### src/rtl/restoring_divider.sv
// Multi-cycle unsigned restoring divider: one trial subtract per clock, borrow-out
// chooses between keeping the difference or restoring the shifted partial remainder.
module restoring_divider #(
    parameter int WIDTH = 10
) (
    input  logic             clk,
    input  logic             rst_n,
    input  logic             start,
    input  logic [WIDTH-1:0] dividend,
    input  logic [WIDTH-1:0] divisor,
    output logic             busy,
    output logic             done,
    output logic [WIDTH-1:0] quotient,
    output logic [WIDTH-1:0] remainder,
    output logic             div_by_zero
);

    localparam int CW = (WIDTH > 2) ? $clog2(WIDTH) : 1;

    typedef enum logic [1:0] {
        IDLE = 2'd0,
        RUN  = 2'd1,
        DONE = 2'd2
    } state_t;

    state_t           state_q;
    logic [CW-1:0]    count_q;
    logic [WIDTH-1:0] dvd_q;      // dividend shifting out MSB-first, quotient bits entering LSB
    logic [WIDTH-1:0] dsr_q;
    logic [WIDTH:0]   rem_q;
    logic [WIDTH-1:0] quotient_q;
    logic [WIDTH-1:0] remainder_q;
    logic             dbz_q;
    logic             done_q;
    logic             busy_q;

    logic [WIDTH:0]   p_shift;
    logic [WIDTH+1:0] sub;
    logic             borrow;
    logic [WIDTH:0]   rem_d;
    logic [WIDTH-1:0] dvd_d;

    // NOTE: every signal is given a value on every path, so no latch is inferred.
    always_comb begin
        p_shift = {rem_q[WIDTH-1:0], dvd_q[WIDTH-1]};
        sub     = {1'b0, p_shift} - {2'b00, dsr_q};
        borrow  = sub[WIDTH+1];
        rem_d   = borrow ? p_shift : sub[WIDTH:0];
        dvd_d   = {dvd_q[WIDTH-2:0], ~borrow};
    end

    // NOTE: all state is updated with non-blocking assignments so every register
    // samples the pre-edge values regardless of statement order.
    always_ff @(posedge clk or negedge rst_n) begin
        if (!rst_n) begin
            state_q     <= IDLE;
            count_q     <= '0;
            dvd_q       <= '0;
            dsr_q       <= '0;
            rem_q       <= '0;
            quotient_q  <= '0;
            remainder_q <= '0;
            dbz_q       <= 1'b0;
            done_q      <= 1'b0;
            busy_q      <= 1'b0;
        end else begin
            case (state_q)
                IDLE: begin
                    done_q <= 1'b0;
                    if (start) begin
                        busy_q <= 1'b1;
                        if (divisor == '0) begin
                            quotient_q  <= '1;
                            remainder_q <= dividend;
                            dbz_q       <= 1'b1;
                            done_q      <= 1'b1;
                            state_q     <= DONE;
                        end else begin
                            dvd_q   <= dividend;
                            dsr_q   <= divisor;
                            rem_q   <= '0;
                            count_q <= '0;
                            state_q <= RUN;
                        end
                    end
                end
                RUN: begin
                    rem_q   <= rem_d;
                    dvd_q   <= dvd_d;
                    count_q <= count_q + 1'b1;
                    if (count_q == CW'(WIDTH - 1)) begin
                        quotient_q  <= dvd_d;
                        remainder_q <= rem_d[WIDTH-1:0];
                        dbz_q       <= 1'b0;
                        done_q      <= 1'b1;
                        state_q     <= DONE;
                    end
                end
                DONE: begin
                    done_q  <= 1'b0;
                    busy_q  <= 1'b0;
                    state_q <= IDLE;
                end
                default: begin
                    done_q  <= 1'b0;
                    busy_q  <= 1'b0;
                    state_q <= IDLE;
                end
            endcase
        end
    end

    assign busy        = busy_q;
    assign done        = done_q;
    assign quotient    = quotient_q;
    assign remainder   = remainder_q;
    assign div_by_zero = dbz_q;

endmodule

### config.mk
export PLATFORM = sky130hd
export DESIGN_NAME = restoring_divider
export DESIGN_NICKNAME = d
export VERILOG_FILES = /design/src/rtl/restoring_divider.sv
export SDC_FILE = /design/constraint.sdc
export NUM_CORES = 1
export LEC_CHECK = 0
export CAP_MARGIN = 20
export CORE_ASPECT_RATIO = 1.2
export CORE_MARGIN = 2
export CORE_UTILIZATION = 40
export CTS_CLUSTER_SIZE = 40
export DETAILED_ROUTE_END_ITERATION = 6
export GPL_ROUTABILITY_DRIVEN = 0
export GPL_TIMING_DRIVEN = 1
export PLACE_DENSITY_LB_ADDON = 0.12
export SLEW_MARGIN = 20
export SYNTH_ARGS = -nofsm -noshare
export SYNTH_HDL_FRONTEND = slang
export SYNTH_SLANG_ARGS = --single-unit
### constraint.sdc
create_clock -name clk -period 2 [get_ports clk]
set_input_delay 0.4 -clock clk [delete_from_list [all_inputs] [get_ports clk]]
set_output_delay 0.4 -clock clk [all_outputs]
set_load 0.03 [all_outputs]
### Yosys cells after proc, flatten, opt, wreduce, memory -nomap -nowiden

Index checks and enable logic that the tools add are counted.

| storage, ports and cells | value |
|---|---|
| register bits | 59 |
| input port bits | 23 |
| output and inout port bits | 23 |
| word-level logic and storage cells | 61 |

| cells by class | value |
|---|---|
| add/subtract/negate cells | 2 |
| equal/unequal tests | 6 |
| mux-type cells | 32 |
| bitwise gates (word level) | 3 |
| reductions and logical operators | 8 |

Operators by type and width:

| cell | count |
|---|---|
| $mux 10 | 11 |
| $pmux 10 s2 | 4 |
| $sub 11x10->12 | 1 |
| $logic_not 10->1 | 1 |
| $mux 4 | 2 |
| $ne 2x2->1 const B | 4 |
| $pmux 4 s2 | 1 |
| $mux 1 | 7 |
| $mux 2 | 3 |
| $pmux 1 s2 | 3 |
| $reduce_and 3->1 | 2 |
| $add 4x1->4 const B | 1 |
| $eq 4x4->1 const B | 1 |
| $pmux 2 s2 | 1 |
| $reduce_and 2->1 | 2 |
| $reduce_and 4->1 | 1 |
| $not 1->1 | 3 |
| $eq 2x1->1 const B | 1 |
| $logic_not 2->1 | 1 |
| $reduce_bool 2->1 | 1 |

### Depth between registers and ports, before layout

| logic depth | value |
|---|---|
| depth after elaboration | 4 |
| gate-level depth with buffers | 9 |
| gate-level depth less buffers | 9 |

### Worst setup path after synthesis

Ideal clock, no wire load.

| path | value |
|---|---|
| path type | flip-flop to flip-flop |
| start point | register rem_q[3] |
| end point | register remainder_q[1], in the netlist remainder[1] |
| setup time | 0.094 ns |
| data arrival time | 2.077 ns |
| slack | -0.171 ns |
| stages on the path, launching flop included | 8 |
| buffers on the path | 0 |
| clock period less this slack | 2.171 ns |
| path through | dfrtp_1 > ha_1 > a21o_1 > a31oi_1 > and2_2 > o211a_4 > mux2_2 > a221oi_2 |

| between the ends | value |
|---|---|
| cells in the longest elaborated chain, start to end | 4 |

RTL lines:

| element | line | RTL |
|---|---|---|
| start, declared | 30 | `logic [WIDTH:0] rem_q;` |
| start signal, assigned | 88 | `rem_q <= rem_d;` |
| $sub 11x10->12 | 46 | `sub = {1'b0, p_shift} - {2'b00, dsr_q};` |
| $mux 10 | 48 | `rem_d = borrow ? p_shift : sub[WIDTH:0];` |
| $mux 10 | 91 | `if (count_q == CW'(WIDTH - 1)) begin` |
| $pmux 10 s2 | 67 | `case (state_q)` |
| end signal, assigned | 74 | `remainder_q <= dividend;` |
| end signal, assigned | 93 | `remainder_q <= rem_d[WIDTH-1:0];` |
| end, declared | 32 | `logic [WIDTH-1:0] remainder_q;` |

Every way passes these cells. The select of a mux whose other input is x is not followed.
A chain may end at the register's enable or synchronous reset.

### Worst setup path after layout

| path | value |
|---|---|
| start point | register rem_q[0] |
| end point | register remainder_q[2], in the netlist remainder[2] |

The elaborated chain is that of the path after synthesis.

==> results.toml <==
[power]
p_per_area_nw_per_um2 = 2112
seq_power_share_pct = 22.8
leakage_nw = 1.973
clockPowerShare_pct = 13.4
p_int_mw = 5.573
fin_total_pwr_mw = 9.406
ir_drop_mv = 1.024
p_switching_mw = 3.834
combPwrFrac_pct = 63.8
swShare_pct = 40.76

[route]
via_per_inst = 5.127
m1WireLength_mm = 3.458
highest_layer = "met4"
drt_first_pass_iters = 4
drcViolationCount = 0
wl_per_cell_um = 14.90
via_count = 2615
wl_met3_um = 282
drtIter0Drc = 109
wirelength_mm = 7.599
met2_wirelength_mm = 3.736
detail-route-antenna-nets = 0

[setup_path]
cp.arrival_ns = 2.38
r2r_slack_ns = -0.12
criticalPathCategory = "reg2reg"
crit_path_max_fanout = 7
critPathMaxStageDelay_ns = 0.42
crit_buf_inv = 1
crit_slowest_cell = "dfrtp_1"
cp.required_ns = 2.25
path_cells = "ha_4 -> nor2b_4 -> o2111ai_4 -> and2_4 -> o211a_4 -> buf_4 -> mux2i_4 -> a221oi_2"
critical_path.startpoint = "rem_q[0]$_DFFE_PN0P_"
crit_family = "compound AO/OA/AOI/OAI gates"
end_kind = "register"
worstSetupPathDepth = 8
reg2reg_from = "rem_q[0]$_DFFE_PN0P_"
worstReg2RegEnd = "remainder[2]$_DFFE_PN0P_"
reg2reg_depth = 8
start_kind = "register"

[timing]
period_needed_ns = 2.122
clock_skew_ns = 0.01118
worst_slack_ns = -0.1221
fin_crit_sh_pct = 106.1
finalSetupViolCount = 19
relSlewSlack_pct = 76.84
rsz0062_at_grt = "true"
worst_pin_slew_ns = 0.3448
hold_viol_final = 0
max_freq_mhz = 471.2
drv_slew = 0

[cts]
clock_latency_ns = 0.35
cts_max_path_buffers = 2
h-tree-depth = 3
clk_pin_slew_worst_paths_ns = 0.07
cts_buffers = 9
clock-sinks = 59
cts_tree = "yes"
hold_buffers = 0
cts_root_buf = "clkbuf_8"

[logic_synthesis]
yosys.area.top_type = "dfrtp_1"
synth_xor_area_share_pct = 1.726
synth_top_cell_area_share_pct = 48.48
synthAdderAreaFrac_pct = 5.588
yosysWarnings = 0
synth.avg_cell_area_sq_um = 9.824
yosysUniqueCellTypes = 44
synth_compound_area_share_pct = 18.53
synthTopCellsByArea = "dfrtp_1 (48%), nor2_1 (6.0%), ha_1 (4.9%)"
seq_area_frac_synth_pct = 48.48
synth_cells = 310
synth_top_family_by_area = "compound AO/OA/AOI/OAI gates"
ys_ff_latch = 59
synthSimpleGateAreaFrac_pct = 15.12
netlist_area_sq_um = 3045
synth_nets = 346
synth.mux.area_fraction_pct = 5.711

[placement]
dpl_worst_slack_ns = -0.5713
dp_hpwl_mm = 5.412
port_buffers = 45

[floorplan]
ioPinCount = 46
die_x_um = 83.66
die_area_sq_um = 8331
start_util_pct = 41.62
rows = 34
die_h_um = 99.59
core-area_sq_um = 7317

[final_layout]
nFillCells = 643
final_util_pct = 60.88
antennaDiodeCount = 0
nNetsFinal = 451
drive_gt1_share_pct = 29.05
syn_to_final_growth_pct = 46.26
layout_commonest_cell = "dfrtp_1"
final_cell_mix = "dfrtp_1 (59), buf_4 (56), nor2_1 (49)"

[global_route]
grt-ovfl-total = 0
grt_util_all_layers_pct = 19.72
first_global_vias = 2740
grt_pass1_wl_mm = 13.04
grt_max_degree = 60
grt_antenna_before_repair = 0

[worst_hold_path]
min_path_type = "in2async"

[run]
max-cap-violations = 0

[outcome]
status = "complete, but fails checks"
violations = "setup timing"
==> cells in the mapped netlist (all sizes together) <==
master	number
dfrtp	59
xor2	2
or3	1
o21ai	26
a31o	2
ha	12
o22ai	3
nand3	2
mux2i	14
o21a	3
or2b	1
a32oi	1
nor3	3
xnor2	4
o211a	1
inv	13
mux2	3
nor2b	4
a211oi	3
clkbuf	6
buf	10
o22a	2
nor2	49
a221oi	7
nand2b	3
and3	1
nor4	3
o2111ai	2
a31oi	3
or4	2
and2	2
a21o	2
a211o	2
fa	1
a21oi	27
nand4b	1
nand2	30
==> cell type report <==
class                   count  area (sq um)  share of cell area [%]
clock buffers              12         155.1                   3.483
flip-flops and latches     59          1476                   33.15
multi-input cells         222          1578                   35.42
repair buffers            110          1011                   22.70
inverters                  13         48.80                   1.096
well taps                  90         112.6                   2.528
clock inverters             4         72.57                   1.629
==> power groups by stage <==
stage	Combinational [mW]	Clock [mW]	Sequential, mW
floorplan	2.99	0	2.55
global placement	5.32	0	2.14
detailed placement	5.36	0	2.15
CTS	5.69	1.30	2.14
global route	6.55	1.34	2.21
finish	6.00	1.26	2.14
==> sequential cells by signal, indices dropped and copies added, names as in the netlist <==
| signal | flops |
|---|---|
| quotient | 10 |
| remainder | 10 |
| div_by_zero | 1 |
| done | 1 |
| busy | 1 |
| count_q | 4 |
| state_q | 2 |
| rem_q | 10 |
| dsr_q | 10 |
| dvd_q | 10 |
==> logic make-up (layout without fill, tap and decap cells) <==
| logic type | after synthesis | after routing |
|---|---|---|
| AND/OR/NAND/NOR | 102 | 102 |
| adder cells (fa/ha/maj) | 13 | 13 |
| flip-flops | 59 | 59 |
| buffers and inverters | 29 | 139 |
| multiplexers | 17 | 17 |
| AO/OA/AOI/OAI | 84 | 84 |
| XOR/XNOR | 6 | 6 |
==> metal layers <==
layer  global-route usage [%]  up-vias
met5                        0        -
met4                    7.320        0
met3                    5.726        9
met2                    32.25       52
met1                    24.93     1257
li1                         -     1297
==> how the worst max path moves through the flow <==
stage                                          end  slack [ns]
after detailed placement  remainder[6]$_DFFE_PN0P_       -0.57
after CTS                 remainder[1]$_DFFE_PN0P_       -0.13
after floorplan           remainder[1]$_DFFE_PN0P_      -0.003
after global routing      remainder[6]$_DFFE_PN0P_       -0.22
final                     remainder[2]$_DFFE_PN0P_       -0.12
after global placement    remainder[4]$_DFFE_PN0P_       -0.51
==> stage by stage <==
step / hold WS (ns) / setup TNS, ns / cell area (sq um) / instances
2_1_floorplan: 0.1044 / -0.002824 / 3109 / 310
3_3_place_gp: 0.4318 / -24.67 / 4051 / 486
3_5_place_dp: 0.4342 / -27.16 / 4051 / 486
4_1_cts: 0.04593 / -1.530 / 4387 / 509
5_1_grt: 0.05644 / -3.501 / 4454 / 510
6_report: 0.04230 / -1.405 / 4454 / 510
==> what timing repair did <==
action                                  in CTS  in global routing
cloned                                       1                  0
setup buffers                                6                  1
endpoints found under the setup margin      54                 39
resized for setup                           22                 18
pin swaps                                   10                 12
Power figures use the tool's default switching activity.
